===== src/rtl/mem_byte_sequencer.sv =====
// mem_byte_sequencer: arbitrates a fetch port and a load/store port onto a
// byte-wide memory, splitting each 32-bit word access into four byte cycles.
// Every output is registered; the comb block computes the next value of every
// register and the ff block only loads or resets them.
module mem_byte_sequencer #(
   parameter int WIDTH = 8
) (
   input  logic             clk,
   input  logic             reset,
   input  logic             req0,
   input  logic [WIDTH-1:0] adr0,
   output logic [31:0]      rdata0,
   output logic             ack0,
   input  logic             req1,
   input  logic             we1,
   input  logic [WIDTH-1:0] adr1,
   input  logic [31:0]      wdata1,
   input  logic [3:0]       be1,
   output logic [31:0]      rdata1,
   output logic             ack1,
   output logic             memread,
   output logic             memwrite,
   output logic [WIDTH-1:0] memadr,
   output logic [7:0]       memwritedata,
   input  logic [7:0]       memdata
);

   typedef enum logic [2:0] {S_IDLE, S_RD, S_RD_FIN, S_WR, S_ACK} state_t;

   state_t           r_state,  w_state;
   logic [1:0]       r_cnt,    w_cnt;
   logic             r_port,   w_port;
   logic             r_last,   w_last;
   logic [WIDTH-3:0] r_base,   w_base;
   logic [31:0]      r_wdata,  w_wdata;
   logic [3:0]       r_be,     w_be;
   logic [23:0]      r_buf,    w_buf;     // bytes 0..2; byte 3 arrives in RD_FIN
   logic             r_memrd,  w_memrd;
   logic             r_memwr,  w_memwr;
   logic [WIDTH-1:0] r_memadr, w_memadr;
   logic [7:0]       r_memwd,  w_memwd;
   logic             r_ack0,   w_ack0;
   logic             r_ack1,   w_ack1;
   logic [31:0]      r_rdata0, w_rdata0;
   logic [31:0]      r_rdata1, w_rdata1;

   logic w_grant1;
   logic w_is_wr;
   logic w_unused;

   // Tie goes to the port that did not win last time.
   assign w_grant1 = req1 & (~req0 | ~r_last);
   assign w_is_wr  = w_grant1 & we1;
   assign w_unused = ^{adr0[1:0], adr1[1:0]};

   assign memread      = r_memrd;
   assign memwrite     = r_memwr;
   assign memadr       = r_memadr;
   assign memwritedata = r_memwd;
   assign ack0         = r_ack0;
   assign ack1         = r_ack1;
   assign rdata0       = r_rdata0;
   assign rdata1       = r_rdata1;

   // Next-state and next-output logic; strobes are presented one cycle ahead
   // so the registered outputs line up with the state they belong to.
   always_comb begin
      w_state  = r_state;
      w_cnt    = r_cnt;
      w_port   = r_port;
      w_last   = r_last;
      w_base   = r_base;
      w_wdata  = r_wdata;
      w_be     = r_be;
      w_buf    = r_buf;
      w_memrd  = 1'b0;
      w_memwr  = 1'b0;
      w_memadr = r_memadr;
      w_memwd  = r_memwd;
      w_ack0   = 1'b0;
      w_ack1   = 1'b0;
      w_rdata0 = r_rdata0;
      w_rdata1 = r_rdata1;
      unique case (r_state)
         S_IDLE: begin
            if (req0 | req1) begin
               w_port   = w_grant1;
               w_last   = w_grant1;
               w_base   = w_grant1 ? adr1[WIDTH-1:2] : adr0[WIDTH-1:2];
               w_wdata  = wdata1;
               w_be     = be1;
               w_cnt    = 2'd0;
               w_memadr = {w_base, 2'd0};
               if (w_is_wr) begin
                  w_state = S_WR;
                  w_memwr = be1[0];
                  w_memwd = wdata1[7:0];
               end else begin
                  w_state = S_RD;
                  w_memrd = 1'b1;
               end
            end
         end
         S_RD: begin
            // memdata lags the address by one cycle
            case (r_cnt)
               2'd1:    w_buf[7:0]   = memdata;
               2'd2:    w_buf[15:8]  = memdata;
               2'd3:    w_buf[23:16] = memdata;
               default: ;
            endcase
            w_cnt = r_cnt + 2'd1;
            if (r_cnt == 2'd3) begin
               w_state = S_RD_FIN;
            end else begin
               w_memrd  = 1'b1;
               w_memadr = {r_base, w_cnt};
            end
         end
         S_RD_FIN: begin
            w_state = S_ACK;
            if (r_port) begin
               w_ack1   = 1'b1;
               w_rdata1 = {memdata, r_buf};
            end else begin
               w_ack0   = 1'b1;
               w_rdata0 = {memdata, r_buf};
            end
         end
         S_WR: begin
            w_cnt = r_cnt + 2'd1;
            if (r_cnt == 2'd3) begin
               w_state = S_ACK;
               w_ack0  = ~r_port;
               w_ack1  = r_port;
            end else begin
               w_memadr = {r_base, w_cnt};
               w_memwr  = r_be[w_cnt];
               w_memwd  = r_wdata[{w_cnt, 3'b000} +: 8];
            end
         end
         S_ACK:   w_state = S_IDLE;
         default: w_state = S_IDLE;
      endcase
   end

   // State and output registers; reset aborts any transfer in flight.
   always_ff @(posedge clk) begin
      if (reset) begin
         r_state  <= S_IDLE;
         r_cnt    <= 2'd0;
         r_port   <= 1'b0;
         r_last   <= 1'b0;
         r_base   <= '0;
         r_wdata  <= '0;
         r_be     <= '0;
         r_buf    <= '0;
         r_memrd  <= 1'b0;
         r_memwr  <= 1'b0;
         r_memadr <= '0;
         r_memwd  <= '0;
         r_ack0   <= 1'b0;
         r_ack1   <= 1'b0;
         r_rdata0 <= '0;
         r_rdata1 <= '0;
      end else begin
         r_state  <= w_state;
         r_cnt    <= w_cnt;
         r_port   <= w_port;
         r_last   <= w_last;
         r_base   <= w_base;
         r_wdata  <= w_wdata;
         r_be     <= w_be;
         r_buf    <= w_buf;
         r_memrd  <= w_memrd;
         r_memwr  <= w_memwr;
         r_memadr <= w_memadr;
         r_memwd  <= w_memwd;
         r_ack0   <= w_ack0;
         r_ack1   <= w_ack1;
         r_rdata0 <= w_rdata0;
         r_rdata1 <= w_rdata1;
      end
   end

endmodule


===== config.mk =====
export PLATFORM = sky130hd
export DESIGN_NAME = mem_byte_sequencer
export DESIGN_NICKNAME = d
export VERILOG_FILES = /design/src/rtl/mem_byte_sequencer.sv
export SDC_FILE = /design/constraint.sdc
export NUM_CORES = 1
export LEC_CHECK = 0
export ABC_CLOCK_PERIOD_IN_PS = 2550
export BUFFER_PORTS_ARGS = -buffer_cell sky130_fd_sc_hd__buf_2
export CAP_MARGIN = 15
export CORE_ASPECT_RATIO = 0.75
export CORE_MARGIN = 2
export CORE_UTILIZATION = 40
export CTS_BUF_LIST = sky130_fd_sc_hd__clkbuf_2 sky130_fd_sc_hd__clkbuf_4 sky130_fd_sc_hd__clkbuf_8
export CTS_CLUSTER_DIAMETER = 200
export DETAILED_ROUTE_END_ITERATION = 10
export SLEW_MARGIN = 20
export SYNTH_ARGS = -nofsm -noshare
export SYNTH_HDL_FRONTEND = slang
export SYNTH_SLANG_ARGS = --single-unit

===== constraint.sdc =====
create_clock -name clk -period 2.55 [get_ports clk]
set_input_delay 0.1275 -clock clk [delete_from_list [all_inputs] [get_ports clk]]
set_output_delay 0.1275 -clock clk [all_outputs]
set_load 0.01 [all_outputs]

---- After elaboration in Yosys (flattened, before gate mapping) ----
Index checks and enable logic that the tools add are counted.
storage, ports and cells
  memory bits (read-only) ................. 0
  bits in latches ......................... 0
  bits of input ports ..................... 65
  word-level logic and storage cells ...... 83
  bits in writable memories ............... 0
  register bits ........................... 156
  memories kept ........................... 0
cells by class
  shift operators ......................... 1
  reduce and logical (&&, ||, !) cells .... 14
  $mul .................................... 0
  mux-type cells .......................... 31
  equal/unequal tests ..................... 12
  bitwise gates (word level) .............. 6
  magnitude comparators ................... 1
  $add $sub $neg .......................... 1
  div/mod/pow operators ................... 0
operator list
  kind                 number
  $mux 8               5
  $pmux 8 s2           2
  $shiftx 32x6->8      1
  $reduce_and 2->1     7
  $ne 2x2->1 const B   6
  $pmux 3 s4           1
  $mux 1               11
  $mux 3               3
  $pmux 1 s2           4
  $eq 3x2->1 const B   2
  $mux 6               1
  $reduce_and 3->1     2
  $eq 2x2->1 const B   2
  $mux 2               2
  $pmux 2 s2           1
  $reduce_and 4->1     1
  $reduce_bool 2->1    2
  $eq 3x1->1 const B   1
  $logic_not 3->1      1
  $lt 2x3->1 const B   1
  $add 2x1->2 const B  1
  $and 1x1->1          2
  $bmux 1 s2           1
  $eq 2x1->1 const B   1
  other kinds (3)      5

---- Depth between registers and ports, before layout ----
Gate-level depths: netlist (run 1).
  depth in word-level cells ............... 7
  depth in mapped cells ................... 7
  mapped depth without buffers ............ 5

---- Least setup slack after synthesis (run 1) ----
No wires, ideal clock.
  path kind ............................... reg-to-reg
  from .................................... reg r_cnt[0]
  to ...................................... reg r_memwd[5], in the netlist memwritedata[5]
  stages on the path, launching flop included .. 8
  path slack .............................. 0.574 ns
  data arrival time ....................... 1.841 ns
  period minus slack after synthesis ...... 1.976 ns
  data required time ...................... 2.415 ns
  cell sequence ........................... dfxtp_1 > buf_2 > inv_1 > ha_1 > clkbuf_1 > mux4_2 > nand2_1 > a311oi_2
on the way
  cells in the longest elaborated chain, start to end .. 4
  elaborated cells between the ends (all ways) .. 7
ends and longest elaborated chain
  item                    line  source
  start, declared         31    logic [1:0] r_cnt, w_cnt;
  start signal, assigned  168   r_cnt <= w_cnt;
  $add 2x1->2             131   w_cnt = r_cnt + 2'd1;
  $shiftx 32x6->8         139   w_memwd = r_wdata[{w_cnt, 3'b000} +: 8];
  $mux 8                  132   if (r_cnt == 2'd3) begin
  $pmux 8 s2              84    unique case (r_state)
  end signal, assigned    178   r_memwd <= w_memwd;
  end, declared           41    logic [7:0] r_memwd, w_memwd;
Parallel ways exist; a longest one is shown, timed or not. The select of a mux whose other input is x is not followed.
A chain may end at the register's enable or synchronous reset.

---- Final worst setup path (run 1) ----
  from .................................... reg r_state[0]
  to ...................................... reg r_cnt[0]
on the way
  cells in the longest elaborated chain, start to end .. 4
  elaborated cells between the ends (all ways) .. 8
ends and longest elaborated chain
  item                                             line  source
  start, declared                                  30    state_t r_state, w_state;
  start signal, assigned                           167   r_state <= w_state;
  $eq 3x2->1 / $eq 3x1->1 (equally long branches)  84
  $reduce_or 2->1 (no source line)                 -
  $reduce_bool 2->1 (no source line)               -
  $reduce_and 2->1 (no source line)                -
Parallel ways exist; a longest one is shown, timed or not.

==> metrics.txt, run 1 <==
Worst VDD drop=approximately 0.32 mV; core area=approximately 14,000 µm²; register area=3123 µm²; Starting Density=0.4099; DR DRC count=0; CTS resizes=0; Compound-Gate Fraction of Synth Area=0.1485; clock buffer depth=2; Switching Share=0.2580; Die ar.=15,810 µm²; ant diodes=0; drt first-iter violations=315; Routed WL=15,850 µm; fin crit period=2111 ps; final hold violation count=0; DP HPWL=10,140 µm; CP startpoint kind=flop; Syn Nets=783; first-pass GRT wire length=24,860 µm; Finish-stage setup viols=0; Multi-input gate area=2587 µm²; Ys Warns=0; internal power=0.003872 W; total power=0.005219 W; Clock Pin Slew Worst Setup and Hold Paths=70 ps; IO Pins=between 100 and 150; crit path max fanout=39; port bufs=144; Setup Buffers After CTS=0; largest net degree at the start of global routing=89; Max Freq=0.4738 GHz; mux contribution to synthesized area=0.06294; Cell Area, Synth=5924 µm²; Clk pwr share=0.370; Post-Syn Instances=715; GRT Residual Overflow=0; Total Negative Setup Slacks=0 ps; Worst-Margin Slew=roughly 780 ps; CP Class=reg2reg; Reg power frac=0.502; fillers=1,375; GP Congestion=0.7545; RSZ-0062 raised after global routing=false; CTS tree=yes; latest clock arrival within the worst-skew pair=~450 ps; combinational power share=0.128; sequential area share after synthesis=0.5271; detailed-route via count=5,398; post-synthesis xor/xnor area fraction=0; DRT Pass-1 Iters=5; Final Skew=10.47 ps; share of cells above drive strength 1=0.2281; Mean Syn Cell Area=8.286 µm²; Die Y=109.4 µm; Die Wd=144.5 µm; WP data required=2890 ps; post-DR wirelength/cell=14.54 µm; switching pwr=0.001347 W; Worst slew margin=0.4785; Root Driver=clkbuf_8; WP data arrival=2450 ps; simple-gate portion of the synthesized area=0.2158; DR vias/cell=4.952; kind of end point of the critical path=flop; remaining antenna violation count after routing=0; ys async rst share=0; synthesis-to-layout area growth=29.12%; FF+latch count, synth=156; Leak=3.129 nW; max-slew violation count=0; Post-synth EDFFs=0; Worst Hold Class=in2reg; largest family of logic cells by synthesized area=simple AND/OR/NAND/NOR gates; clock tree sinks=156; period utilization=0.8277; nets=approximately 950; CTS buffer count=17; Global Route Usage Sum=0.2036; leading register cell type out of synthesis=dfxtp_1; most frequent cells in the layout=nand2_1 (258), dfxtp_1 (156), buf_2 (143); H-tree levels=4; Adder-Cell Fraction of Synth Area=0.006336; Synth cell types=36; pwr/cell area=around 700 nW/µm²; # Max-Cap Violations=0; initial antenna violation count=0; commonest non-fill, non-tap cell in the layout=nand2_1; row count=38; status=completed; vias in the first global route=4,995
[per-stage QoR]
step           area (µm²)  instances    util  setup WS [ps]  hold WS [ps]
2_1_floorplan        5924        715       -          573.7         263.5
3_3_place_gp         6784       1015  0.4694          506.9         369.1
3_5_place_dp         6784       1015  0.4694          466.5         376.3
4_1_cts              7650       1090  0.5293          451.0         58.24
5_1_grt              7650       1090  0.5293          355.7         81.11
6_report             7650       1090  0.5293          439.3         88.70
[routing by layer]
metal  global-route usage  vias up  share of wire
li1                     -     2702              -
met1               0.2764     2541           0.48
met2               0.3243      144           0.46
met3              0.05401       11          0.052
met4              0.05270        0         0.0061
met5                    0        -              0
[cells in the mapped netlist (all sizes together) (2+ instances only)]
cell	count	area share
dfxtp	156	0.53
buf	15	0.013
or2	2	0.0021
o31ai	2	0.0049
or3	2	0.0030
mux2i	17	0.029
nor2	41	0.026
mux4	9	0.034
clkbuf	37	0.023
nand3	2	0.0017
a211o	6	0.0089
inv	4	0.0025
a311oi	8	0.014
a211oi	7	0.0089
ha	3	0.0063
a21oi	124	0.10
nand2b	3	0.0032
nor3	3	0.0025
nand2	258	0.16
and3	4	0.0042
nor4	2	0.0021
[cell type report]
cell class	instances	share of cell area
Clock inverter	10	0.01832
Sequential cell	156	0.4082
Timing Repair Buffer	197	0.1645
Inverter	4	0.001963
Multi-Input combinational cell	503	0.3382
Tap cell	200	0.03271
Clock buffer	20	0.03598
[flip-flops by register name, indices dropped and copies added (netlist names)]
signal and flops:
ack0 1, r_base 6, rdata1 32, r_wdata 32, memwritedata 8, memadr 8, r_cnt 2, rdata0 32
r_be 4, memread 1, r_state 3, r_last 1, r_buf 24, memwrite 1, ack1 1
[power by group through the flow]
stage	combinational, W	clock [W]	sequential (W)
2_1_floorplan	0.000398	0	0.00267
3_3_place_gp	0.000602	0	0.00267
3_5_place_dp	0.000611	0	0.00268
4_1_cts	0.000667	0.00199	0.00262
5_1_grt	0.000738	0.00208	0.00263
6_report	0.000666	0.00193	0.00262
[final timing paths]
check,slack [ps],from,endpoint,cells past startpoint
setup reg to reg,440,r_state[0],r_cnt[0],4
hold reg to reg,450,memadr[5],memadr[5],2
setup / recovery,440,r_state[0],r_cnt[0],4
hold / removal,90,req0,r_last,4
[critical path, cell delays in order (launching register included)]
cell,delay (ps)
dfxtp_1,490
or3_4,450
or2_2,580
and3_1,300
o21ba_2,180
[kinds of logic after synthesis]
family | Yosys count
fa+ha+maj | 3
flops | 156
mux | 26
compound gates | 152
simple gates | 322
buf+inv | 56
[what timing repair did]
item / in CTS / in global routing
setup endpoints to repair: 0 / 0
hold endpoints to repair: 70 / 0
hold buffers: 45 / 0
Note: power is estimated with default switching activity, not from simulation.
==> inputs of run 2 (changes only) <==
--- a/config.mk
+++ b/config.mk
@@ -5,7 +5,7 @@
 export SDC_FILE = /design/constraint.sdc
 export NUM_CORES = 1
 export LEC_CHECK = 0
-export ABC_CLOCK_PERIOD_IN_PS = 2550
+export ABC_CLOCK_PERIOD_IN_PS = 1820
 export BUFFER_PORTS_ARGS = -buffer_cell sky130_fd_sc_hd__buf_2
 export CAP_MARGIN = 15
 export CORE_ASPECT_RATIO = 0.75
@@ -14,6 +14,7 @@
 export CTS_BUF_LIST = sky130_fd_sc_hd__clkbuf_2 sky130_fd_sc_hd__clkbuf_4 sky130_fd_sc_hd__clkbuf_8
 export CTS_CLUSTER_DIAMETER = 200
 export DETAILED_ROUTE_END_ITERATION = 10
+export PLACE_DENSITY = 0.65
 export SLEW_MARGIN = 20
 export SYNTH_ARGS = -nofsm -noshare
 export SYNTH_HDL_FRONTEND = slang
==> constraint.sdc (replaced) <==
create_clock -name clk -period 1.82 [get_ports clk]
set_input_delay 0.091 -clock clk [delete_from_list [all_inputs] [get_ports clk]]
set_output_delay 0.091 -clock clk [all_outputs]
set_load 0.01 [all_outputs]
==> run 2 against run 1 <==
  * Maximum frequency is 27% higher
  * Combinational power is 50% higher
  * First-iteration DRC count is 8.6% lower
  * Hold slack worse by 38 ps
  * Setup slack worse by 280 ps
  * Core utilization is 1.4 points higher
  * Power is 42% higher
==> metrics.txt, run 2 (same netlist as run 1, synthesis figures left out) <==
status=completed; row count=38; reg2reg path depth=5; switching pwr=0.001885 W; drt first-iter violations=288; clock tree sinks=156; Leak=3.242 nW; WP data required=2150 ps; Worst Hold Class=in2reg; Die Y=109.4 µm; Final Skew=between 10 and 15 ps; register area=3123 µm²; DR vias/cell=4.841; final worst slack=156.8 ps; Worst slew margin=0.5727; commonest non-fill, non-tap cell in the layout=nand2_1; worst r2r dst=memwritedata[6]; # Max-Cap Violations=0; Total Negative Setup Slacks=0 ps; clock buffer depth=2; Max Freq=approximately 0.6 GHz; first-pass GRT wire length=25,110 µm; CTS buffer count=17; WP data arrival=1990 ps; pwr/cell area=942.8 nW/µm²; synthesis-to-layout area growth=32.52%; largest net degree at the start of global routing=57; Setup Buffers After CTS=0; final hold violation count=0; remaining antenna violation count after routing=0; most frequent cells in the layout=nand2_1 (258), dfxtp_1 (156), buf_2 (143); DR DRC count=0; Worst VDD drop=0.6361 mV; Global Route Usage Sum=0.2041; IO Pins=149; detailed-route via count=5,359; GP Congestion=0.7896; crit path max fanout=10; Routed WL=between 15,000 and 20,000 µm; combinational power share=0.135; Clk pwr share=0.371; pre-CTS setup slack=0.7242 ps; DRT Pass-1 Iters=7; DP HPWL=10,220 µm; Reg-to-Reg Start=r_cnt[0]; nets=962; Die ar.=15,810 µm²; setup slack, reg-to-reg=160 ps; ant diodes=0; fillers=between 1,000 and 1,500; Multi-input gate area=2591 µm²; H-tree levels=4; latest clock arrival within the worst-skew pair=440 ps; HP Start=req0; Worst Hold Endpoint=r_last; core area=about 14,000 µm²; Reg power frac=0.494; Clock Pin Slew Worst Setup and Hold Paths=90 ps; Hold Path Stages=4; initial antenna violation count=0; period utilization=0.9139; CTS tree=yes; CP cell instances=inv_1, ha_2, mux4_2, nand2_1, a311oi_2; Die Wd=144.5 µm; Starting Density=0.4099; kind of end point of the critical path=flop; Switching Share=0.2546; CP max stage cell=ha_2; slowest stage delay, CP=520 ps; post-DR wirelength/cell=14.28 µm; share of cells above drive strength 1=0.2448; fin crit period=between 1500 and 2000 ps; internal power=0.005517 W; vias in the first global route=between 4,000 and 5,000; Root Driver=clkbuf_8; CP Class=reg2reg; CP startpoint kind=flop; GRT Residual Overflow=0; max-slew violation count=0; Worst-Margin Slew=640.9 ps; port bufs=144; Finish-stage setup viols=0; RSZ-0062 raised after global routing=false
## run 2: power by group through the flow
stage	Combinational [W]	Clock [W]	Sequential, W
after floorplan	0.000560	0	0.00375
after global placement	0.000914	0	0.00374
after detailed placement	0.000927	0	0.00374
after CTS	0.00100	0.00281	0.00366
after global routing	0.00111	0.00296	0.00368
final	0.000999	0.00274	0.00366
## run 2: final cells by class
cell class | count | share of cell area
sequential | 156 | 0.3978
clock buffer | 22 | 0.03697
clock inverter | 10 | 0.01721
multi-input combinational | 503 | 0.3300
timing repair buffer | 212 | 0.1842
inverter | 4 | 0.001912
tap | 200 | 0.03187
## run 2: worst max-delay path, delay by kind of cell (launching register included)
kind                       cells  cell delay [ps]
AOI/OAI and AO/OA              1               90
muxes                          1              360
buffers and inverters          1               70
DFF                            1              400
and+or+nand+nor                1              110
adders and majority gates      1              520
## run 2: worst max-delay path by stage
stage | cells after the start | slack [ps] | startpoint | end
after CTS | 4 | 90 | r_state[2] | memadr[5]
after global routing | 5 | 40 | r_cnt[0] | memwritedata[4]
after detailed placement | 5 | 0.7 | r_cnt[0] | memwritedata[6]
after global placement | 4 | 120 | r_state[2] | memadr[5]
final | 5 | 160 | r_cnt[0] | memwritedata[6]
after floorplan | 7 | 70 | r_cnt[0] | memwritedata[5]
## run 2: what timing repair did
action	in CTS	in global routing
hold endpoints to repair	79	0
hold buffers	45	0
resized for setup	1	1
endpoints found under the setup margin	1	5
## run 2: per-stage QoR
step / hold slack [ps] / power [W] / instances / util / cell area, µm²
2_1_floorplan: 227.0 / 0.004306 / 715 / - / 5928
3_3_place_gp: 336.3 / 0.004651 / 1030 / 0.4823 / 6972
3_5_place_dp: 338.7 / 0.004665 / 1030 / 0.4823 / 6972
4_1_cts: 18.43 / 0.007474 / 1107 / 0.5431 / 7850
5_1_grt: 56.10 / 0.007752 / 1107 / 0.5432 / 7851
6_report: 50.27 / 0.007402 / 1107 / 0.5432 / 7851
## run 2: per-layer routing
layer | share of wire | track usage | vias up | wire length (µm)
li1 | - | - | 2739 | -
met1 | 0.50 | 0.2977 | 2475 | 7915
met2 | 0.44 | 0.2986 | 130 | 6904
met3 | 0.053 | 0.05531 | 15 | 836
met4 | 0.0094 | 0.05340 | 0 | 149
met5 | 0 | 0 | - | 0
==> inputs of run 3 (changes only) <==
--- a/config.mk
+++ b/config.mk
@@ -5,7 +5,7 @@
 export SDC_FILE = /design/constraint.sdc
 export NUM_CORES = 1
 export LEC_CHECK = 0
-export ABC_CLOCK_PERIOD_IN_PS = 1820
+export ABC_CLOCK_PERIOD_IN_PS = 1550
 export BUFFER_PORTS_ARGS = -buffer_cell sky130_fd_sc_hd__buf_2
 export CAP_MARGIN = 15
 export CORE_ASPECT_RATIO = 0.75
@@ -14,7 +14,6 @@
 export CTS_BUF_LIST = sky130_fd_sc_hd__clkbuf_2 sky130_fd_sc_hd__clkbuf_4 sky130_fd_sc_hd__clkbuf_8
 export CTS_CLUSTER_DIAMETER = 200
 export DETAILED_ROUTE_END_ITERATION = 10
-export PLACE_DENSITY = 0.65
 export SLEW_MARGIN = 20
 export SYNTH_ARGS = -nofsm -noshare
 export SYNTH_HDL_FRONTEND = slang
==> constraint.sdc (replaced) <==
create_clock -name clk -period 1.55 [get_ports clk]
set_input_delay 0.31 -clock clk [delete_from_list [all_inputs] [get_ports clk]]
set_output_delay 0.31 -clock clk [all_outputs]
set_load 0.01 [all_outputs]
==> run 3 against run 2 <==
  * The flow now finishes with violations (setup timing)
  * Hold slack better by 42 ps
  * Combinational power up 25%
  * Via count grew 1.9%
  * Highest routed layer unchanged
  * Final cell count down 2.5%
  * Clock skew is 0.84 ps higher
==> metrics.txt, run 3 (same netlist as run 1, synthesis figures left out) <==
Multi-input gate area=2724 µm²; largest net degree at the start of global routing=81; post-DR wirelength/cell=approximately 15 µm; RSZ-0062 raised after global routing=true; synthesis-to-layout area growth=32.10%; status=finished, violations left; most frequent cells in the layout=nand2_1 (253), dfxtp_1 (152), buf_2 (143); GP Congestion=0.7738; Worst VDD drop=0.5350 mV; ant diodes=0; core area=14,450 µm²; DP HPWL=10,840 µm; Finish-stage setup viols=13; crit path max fanout=22; Starting Density=0.4099; Reg-to-Reg Start=r_state[0]; DRT Pass-1 Iters=5; Leak=3.198 nW; Root Driver=clkbuf_8; Die ar.=about 16,000 µm²; detailed-route via count=roughly 5,500; clock buffer depth=2; worst r2r dst=r_wdata[26]; Final Skew=13.98 ps; pwr/cell area=1130 nW/µm²; Max Freq=0.6394 GHz; final instance area=approximately 8000 µm²; IO Pins=149; Worst-Margin Slew=472.8 ps; remaining antenna violation count after routing=0; hold buffer count at CTS=0; CTS tree=yes; failing checks=setup timing; WP data required=1930 ps; fin crit period=1564 ps; CP Class=reg2reg; WP data arrival=1950 ps; commonest non-fill, non-tap cell in the layout=nand2_1; CP startpoint=r_state[0]; Die Wd=144.5 µm; clock tree sinks=156; row count=38; max-slew violation count=0; Global Route Usage Sum=0.2083; latest clock arrival within the worst-skew pair=450 ps; CTS buffer count=17; H-tree levels=4; Post-DP Area=7025 µm²; fillers=1,392; period utilization=1.009; nets=between 900 and 1,000; Worst Hold Class=in2reg; CP startpoint kind=flop; DR DRC count=0; Die Y=109.4 µm; # Max-Cap Violations=0; Worst slew margin=0.6819; Clock Pin Slew Worst Setup and Hold Paths=roughly 90 ps; drt first-iter violations=374; HP Start=wdata1[8]; final hold violation count=0; worst setup path endpoint=r_wdata[26]; GRT Residual Overflow=0; vias in the first global route=4,965; kind of end point of the critical path=flop; share of cells above drive strength 1=0.3106; DR vias/cell=approximately 5; setup slack, reg-to-reg=-10 ps; port bufs=144; Hold Path Stages=3; reg2reg path depth=7; Routed WL=16,620 µm; final worst slack=-13.86 ps; Final Util=0.5415; first-pass GRT wire length=25,390 µm; initial antenna violation count=0; register area=3131 µm²
[run 3: changes by cell type in the layout (fill, tap and decap cells not counted), moves of 3 or more]
cell	before	now
buf_12	8	13
dfxtp_2	0	3
nand2_2	0	5
a21oi_1	124	109
dfxtp_1	156	152
buf_4	16	21
and3_1	4	1
and3_2	0	3
buf_6	0	3
a21oi_2	0	15
dlygate4sd3_1	45	0
nand2_1	258	253
[run 3: stage by stage]
| stage | hold WS (ps) | total power, W | cells | setup slack (ps) | setup TNS (ps) |
|---|---|---|---|---|---|
| floorplan | 433.1 | 0.005089 | 715 | -11.57 | -226.2 |
| global placement | 438.8 | 0.005478 | 1036 | -151.7 | -2357 |
| detailed placement | 443.7 | 0.005514 | 1036 | -235.8 | -3782 |
| CTS | 67.98 | 0.008825 | 1072 | -23.56 | -54.28 |
| global route | 64.31 | 0.009227 | 1079 | -68.57 | -1687 |
| finish | 92.27 | 0.008841 | 1079 | -13.86 | -90.77 |
[run 3: how the worst min path moves through the flow]
| stage | to | slack (ps) |
|---|---|---|
| after CTS | r_wdata[28] | 70 |
| after global routing | r_wdata[11] | 60 |
| after floorplan | r_be[1] | 430 |
| after global placement | r_be[0] | 440 |
| final | r_wdata[8] | 90 |
| after detailed placement | rdata1[16] | 440 |
[run 3: critical path, cell delays in order, from the launching register on]
cell and delay (ps):
dfxtp_2 330, or3_4 420, buf_6 140, nor2_4 140, buf_12 130, buf_12 150, nand2_1 80, a21oi_1 110
[run 3: where the power goes]
part           switching, W  internal (W)  total [W]  leakage, nW
clock network       0.00155       0.00174    0.00329        0.216
logic              0.000691      0.000563    0.00125         1.71
registers          0.000104       0.00419    0.00430         1.27
total               0.00235       0.00650    0.00884         3.20
[run 3: layout make-up]
type                            count  area share
Clock buffer                       20     0.03517
Multi-Input combinational cell    503      0.3480
Inverter                            4    0.001918
Tap cell                          200     0.03197
Clock inverter                     12     0.02030
Timing Repair Buffer              184      0.1626
Sequential cell                   156      0.4000
[run 3: repair_timing]
item,CTS,global route
gates cloned,2,2
buffers inserted,2,5
resized for setup,10,37
pin swaps,3,5
endpoints found under the setup margin,57,122
[run 3: routing by layer]
layer | global-route usage | wire (µm)
met1 | 0.2908 | 7947
met2 | 0.3213 | 7516
met3 | 0.04878 | 1008
met4 | 0.06519 | 147
met5 | 0 | 0
